===== src/rtl/iiitb_gc_pkg.sv =====
// Shared helpers for the up/down Gray counter: code conversions and direction encoding.
package iiitb_gc_pkg;

  localparam logic GC_UP = 1'b1;
  localparam logic GC_DN = 1'b0;

  function automatic logic [31:0] bin2gray(input logic [31:0] b);
    return b ^ (b >> 1);
  endfunction

  // Prefix XOR from the MSB of a width-bit Gray word down to bit 0.
  function automatic logic [31:0] gray2bin(input logic [31:0] g, input int width);
    logic [31:0] b;
    logic        x;
    b = '0;
    x = 1'b0;
    for (int i = width - 1; i >= 0; i--) begin
      x    = x ^ g[i];
      b[i] = x;
    end
    return b;
  endfunction

endpackage


===== src/rtl/iiitb_gc_g2b.sv =====
// Combinational Gray-to-binary converter (prefix XOR, MSB first) for the load path.
module iiitb_gc_g2b #(
  parameter int WIDTH = 8
) (
  input  logic [WIDTH-1:0] gray,
  output logic [WIDTH-1:0] bin
);

  always_comb begin
    logic [WIDTH-1:0] acc;
    acc = '0;
    acc[WIDTH-1] = gray[WIDTH-1];
    for (int i = WIDTH - 2; i >= 0; i--) begin
      acc[i] = acc[i+1] ^ gray[i];
    end
    bin = acc;
  end

endmodule


===== src/rtl/iiitb_gc_updn.sv =====
// Parametrised up/down Gray counter with clear, Gray load, wrap/saturate ends and a tc pulse.
// Optional step checker (gc_err output) is built when GC_STEP_CHECK_EN is defined.
module iiitb_gc_updn
  import iiitb_gc_pkg::*;
#(
  parameter int WIDTH     = 8,
  parameter int SATURATE  = 0,
  parameter int RESET_VAL = 0
) (
  input  logic             clk,
  input  logic             reset,
  input  logic             enable,
  input  logic             up_dn,
  input  logic             clear,
  input  logic             load,
  input  logic [WIDTH-1:0] load_gray,
  output logic [WIDTH-1:0] gray_count,
  output logic [WIDTH-1:0] bin_count,
  output logic             tc
`ifdef GC_STEP_CHECK_EN
  ,
  output logic             gc_err
`endif
);

  localparam logic [WIDTH-1:0] RV      = WIDTH'(RESET_VAL);
  localparam logic [WIDTH-1:0] RV_GRAY = RV ^ (RV >> 1);
  localparam logic [WIDTH-1:0] MAX     = '1;
  localparam logic [WIDTH-1:0] ONE     = WIDTH'(1);
  localparam bit               SAT     = (SATURATE != 0);

  logic [WIDTH-1:0] load_bin;
  logic [WIDTH-1:0] nb;
  logic             ntc;
  logic             at_max;
  logic             at_min;

  iiitb_gc_g2b #(.WIDTH(WIDTH)) u_g2b (
    .gray (load_gray),
    .bin  (load_bin)
  );

  assign at_max = (bin_count == MAX);
  assign at_min = (bin_count == '0);

  // tc flags the wrap step in wrap mode, and the step that reaches the limit in saturate mode.
  always_comb begin
    nb  = bin_count;
    ntc = 1'b0;
    if (clear) begin
      nb = RV;
    end else if (load) begin
      nb = load_bin;
    end else if (enable) begin
      if (up_dn == GC_UP) begin
        if (!(SAT && at_max)) begin
          nb  = bin_count + ONE;
          ntc = SAT ? (bin_count == MAX - ONE) : at_max;
        end
      end else begin
        if (!(SAT && at_min)) begin
          nb  = bin_count - ONE;
          ntc = SAT ? (bin_count == ONE) : at_min;
        end
      end
    end
  end

  always_ff @(posedge clk or negedge reset) begin
    if (!reset) begin
      bin_count  <= RV;
      gray_count <= RV_GRAY;
      tc         <= 1'b0;
    end else begin
      bin_count  <= nb;
      gray_count <= WIDTH'(bin2gray(32'(nb)));
      tc         <= ntc;
    end
  end

`ifdef GC_STEP_CHECK_EN
  logic [WIDTH-1:0] prev_gray;
  logic             ctrl_q;

  // Compares each registered Gray value with the one before it; jumps caused by load/clear are skipped.
  always_ff @(posedge clk or negedge reset) begin
    if (!reset) begin
      prev_gray <= RV_GRAY;
      ctrl_q    <= 1'b1;
      gc_err    <= 1'b0;
    end else begin
      prev_gray <= gray_count;
      ctrl_q    <= clear | load;
      if (clear) begin
        gc_err <= 1'b0;
      end else if (!ctrl_q && ($countones(prev_gray ^ gray_count) > 1)) begin
        gc_err <= 1'b1;
      end
    end
  end
`endif

endmodule


===== config.mk =====
export PLATFORM = sky130hd
export DESIGN_NAME = iiitb_gc_updn
export DESIGN_NICKNAME = d
export VERILOG_FILES = /design/src/rtl/iiitb_gc_pkg.sv /design/src/rtl/iiitb_gc_g2b.sv /design/src/rtl/iiitb_gc_updn.sv
export SDC_FILE = /design/constraint.sdc
export NUM_CORES = 1
export LEC_CHECK = 0
export CAP_MARGIN = 40
export CORE_UTILIZATION = 30
export DETAILED_ROUTE_END_ITERATION = 12
export MAX_ROUTING_LAYER = met4
export PLACE_DENSITY = 0.6
export RECOVER_POWER = 100
export SETUP_SLACK_MARGIN = 0.2
export SLEW_MARGIN = 20
export SYNTH_ARGS = -nofsm -noshare
export SYNTH_HDL_FRONTEND = slang
export SYNTH_SLANG_ARGS = --single-unit

===== constraint.sdc =====
create_clock -name clk -period 2 [get_ports clk]
set_input_delay 0.2 -clock clk [delete_from_list [all_inputs] [get_ports clk]]
set_output_delay 0.2 -clock clk [all_outputs]
set_load 0.01 [all_outputs]

==> flow_summary.ini <==
[placed_design]
io_buffers = 30
globalplace.congestion = 0.821
postPlaceCellArea_sq_mm = 0.00177
place_ws_ns = -0.655
dp_hpwl_um = 2440

[synthesis]
yosysSeqAreaShare_pct = 34.5
syn_inst = 124
syn_area_sq_mm = 0.00116
synth_cell_types = 37
synth.avg_cell_area_sq_um = 9.36
ys.warnings.count = 0
syn_nets = 145
ys_ff_latch = 16

[power_and_ir_drop]
leakage_nw = 0.914
clock_power_share_pct = 16.8
swShare_pct = 34.3
p_per_area_mw_per_mm2 = 751
switching_power_mw = 0.502
vdd_drop_max_v = 0.000420
combPwrFrac_pct = 54.0
intPower_mw = 0.960
pwr-share-seq_pct = 29.2

[timing]
max_freq_mhz = 513
period_share_pct = 97.5
tightest_slew_ns = 0.670
slew_viol_final = 0
hold_violations = 0
rsz0062_at_grt = true
period_needed_ns = 1.95
setup-violations-final = 0
slew_headroom_pct = 55.2
setup_ws_ns = 0.0499
finClkSkew_ns = 0.00318

[critical_path]
cp_max_fo = 3
cp_data_required_time_ns = 2.13
cpPeakStageDelay_ns = 0.44
critPathArrivalTime_ns = 2.08
slowest_stage = dfrtp_2
critPathBufInv = 0
crit_path_start_kind = flip-flop
path_common_cell = xor2_1
crit_chain = ha_4, a21oi_4, o21bai_1, xor2_1, mux2_4, a221o_1, xor2_1
rr_worst_depth = 7
endpoint_kind = flip-flop
timing.rr.start = bin_count[1]$_DFF_PN0_
rr_endpoint = gray_count[2]$_DFF_PN0_
critPathTopFamily = compound AO/OA/AOI/OAI gates
r2r_setup_slack_ns = 0.05
path_class = reg2reg

[die]
die_w_um = 64.2
row_count = 22
initial_utilization_pct = 31.5
die-area_sq_mm = 0.00412
io_pins = 31
fp.coreArea_sq_mm = 0.00369
die_y_um = 64.2

[cells_and_area]
seq_area_sq_um = 403
multi_input_area_sq_um = 846
nets = 209
drive_above_1_share_pct = 34.2
area_growth_pct = 67.6
fillerInstances = 347
diodes = 0
final_area_sq_mm = 0.00195

[route]
routed_wl_um = 3130
drt_iter0_drc = 36
num_vias = 1138
final_antenna_net_count = 0
wl_per_cell_um = 13.3
drc = 0
vias_per_cell = 4.84
drtPass1Iterations = 4

[run_status]
status = complete, no violations

[job]
cap_violations = 0

[clocking]
clock_latency_ns = 0.25
cts_buffers = 3
cts_buffer_depth = 2
ctsHtreeMaxLevel = 1
cts_tree = done
cts_sinks = 16
path_clk_slew_ns = 0.06
cts_root_buffer = clkbuf_8

[global_routing]
antenna_found_initial = 0
grt_pass1_vias = 1134
grt_max_degree = 17
grt.total_usage_pct = 17.3
grt_pass1_wl_um = 5190
grt.overflow.total = 0

[hold_path]
min_path_type = in2async
[area by class of cell]
cell class,instances,area share (%)
clock buffers,4,2.32
inverters,8,1.74
multi-input cells,95,43.5
repair buffers,64,28.7
well taps,48,3.09
flip-flops and latches,16,20.7
[timing repair]
item / 4_1_cts / 5_1_grt
setup endpoints to repair: 14 / 12
pin swaps: 6 / 5
gates cloned: 0 / 0
hold buffers: 0 / 0
resized for setup: 17 / 3
setup buffers: 5 / 1
[power groups by stage]
| stage | Clock, mW | Combinational [mW] | Sequential, mW |
|---|---|---|---|
| 2_1_floorplan | 0 | 0.360 | 0.464 |
| 3_3_place_gp | 0 | 0.722 | 0.431 |
| 3_5_place_dp | 0 | 0.731 | 0.433 |
| 4_1_cts | 0.252 | 0.807 | 0.429 |
| 5_1_grt | 0.269 | 0.863 | 0.431 |
| 6_report | 0.246 | 0.790 | 0.426 |
[cells in the final DEF, fill, tap and decap left out, types with 2 or more instances in the layout]
cell type | synthesis | layout
a211oi_2 | 2 | 3
inv_1 | 7 | 4
a21oi_1 | 9 | 6
a21o_1 | 2 | 2
inv_2 | 1 | 3
dlygate4sd3_1 | 0 | 18
and3_1 | 2 | 2
mux2i_1 | 4 | 3
buf_4 | 1 | 29
a21oi_4 | 0 | 2
xor2_1 | 8 | 8
nor4_1 | 3 | 3
ha_4 | 0 | 5
o21ai_0 | 2 | 2
nor3_1 | 2 | 2
clkbuf_1 | 2 | 2
dfrtp_1 | 16 | 14
clkdlybuf4s50_1 | 0 | 11
dfrtp_2 | 0 | 2
nand2_1 | 6 | 6
xnor2_1 | 13 | 12
nor2_1 | 14 | 14
xnor2_2 | 1 | 2
nand4_1 | 2 | 2
mux2_4 | 0 | 2
clkbuf_8 | 0 | 3
buf_6 | 0 | 3
[how the worst max path moves through the flow]
stage	startpoint	to	slack, ns	depth (start not counted)
floorplan	up_dn	gray_count[2]$_DFF_PN0_	0.04	8
global placement	up_dn	gray_count[6]$_DFF_PN0_	-0.62	10
detailed placement	up_dn	gray_count[6]$_DFF_PN0_	-0.65	10
CTS	bin_count[1]$_DFF_PN0_	gray_count[2]$_DFF_PN0_	0.01	7
global route	bin_count[1]$_DFF_PN0_	gray_count[2]$_DFF_PN0_	-0.02	7
finish	bin_count[1]$_DFF_PN0_	gray_count[2]$_DFF_PN0_	0.05	7
[Yosys cell counts (all sizes together)]
master | number | area, sq um
xnor2 | 14 | 130
a221o | 1 | 10.0
or4 | 1 | 7.51
mux2 | 3 | 33.8
inv | 8 | 30.0
and3 | 2 | 12.5
nor2b | 1 | 6.26
nand2b | 2 | 12.5
nor4 | 3 | 18.8
a21o | 2 | 15.0
o211a | 1 | 10.0
nor3 | 2 | 10.0
dfrtp | 16 | 400
nand4 | 2 | 12.5
a211o | 1 | 8.76
o21ai | 4 | 20.0
a41o | 1 | 10.0
ha | 6 | 75.1
clkbuf | 2 | 7.51
nor2 | 14 | 52.6
a21oi | 9 | 45.0
a211oi | 3 | 32.5
fa | 1 | 20.0
a311oi | 1 | 8.76
a2bb2oi | 1 | 8.76
mux2i | 4 | 40.0
nand2 | 6 | 22.5
o21bai | 1 | 7.51
xor2 | 8 | 70.1
buf | 3 | 17.5
nand3 | 1 | 5.00
[metrics by stage]
stage	power [mW]	util (%)	std cells	hold slack (ns)	setup TNS (ns)
6_report	1.46	52.7	235	0.427	0
5_1_grt	1.56	52.7	235	0.495	-0.0325
4_1_cts	1.49	52.4	234	0.385	0
3_5_place_dp	1.16	48.0	225	0.655	-6.59
3_3_place_gp	1.15	48.0	225	0.650	-6.17
2_1_floorplan	0.824	-	124	-0.0956	0
[kinds of logic (layout without fill, tap and decap cells)]
logic type               count (synthesis)  in the layout  share of synthesized area (%)
XOR/XNOR                                22             22                           17.2
AO/OA/AOI/OAI                           25             25                           15.2
AND/OR/NAND/NOR                         34             34                           13.8
multiplexers                             7              7                           6.36
adder cells (fa/ha/maj)                  7              7                           8.19
flip-flops                              16             16                           34.5
buffers and inverters                   13             76                           4.74
[sequential cells by signal, summed over array words and instances (netlist names)]
signal	flops
bin_count	8
gray_count	7
tc	1
[metal layers]
metal  vias to the layer above  global-route usage [%]  share of wire, %
met3                        10                    4.11               4.1
met5                         -                       -                 0
met4                         0                    6.94               3.0
met2                        33                    30.7                52
li1                        553                       -                 -
met1                       542                    18.4                41
(Power assumes the default switching activity.)
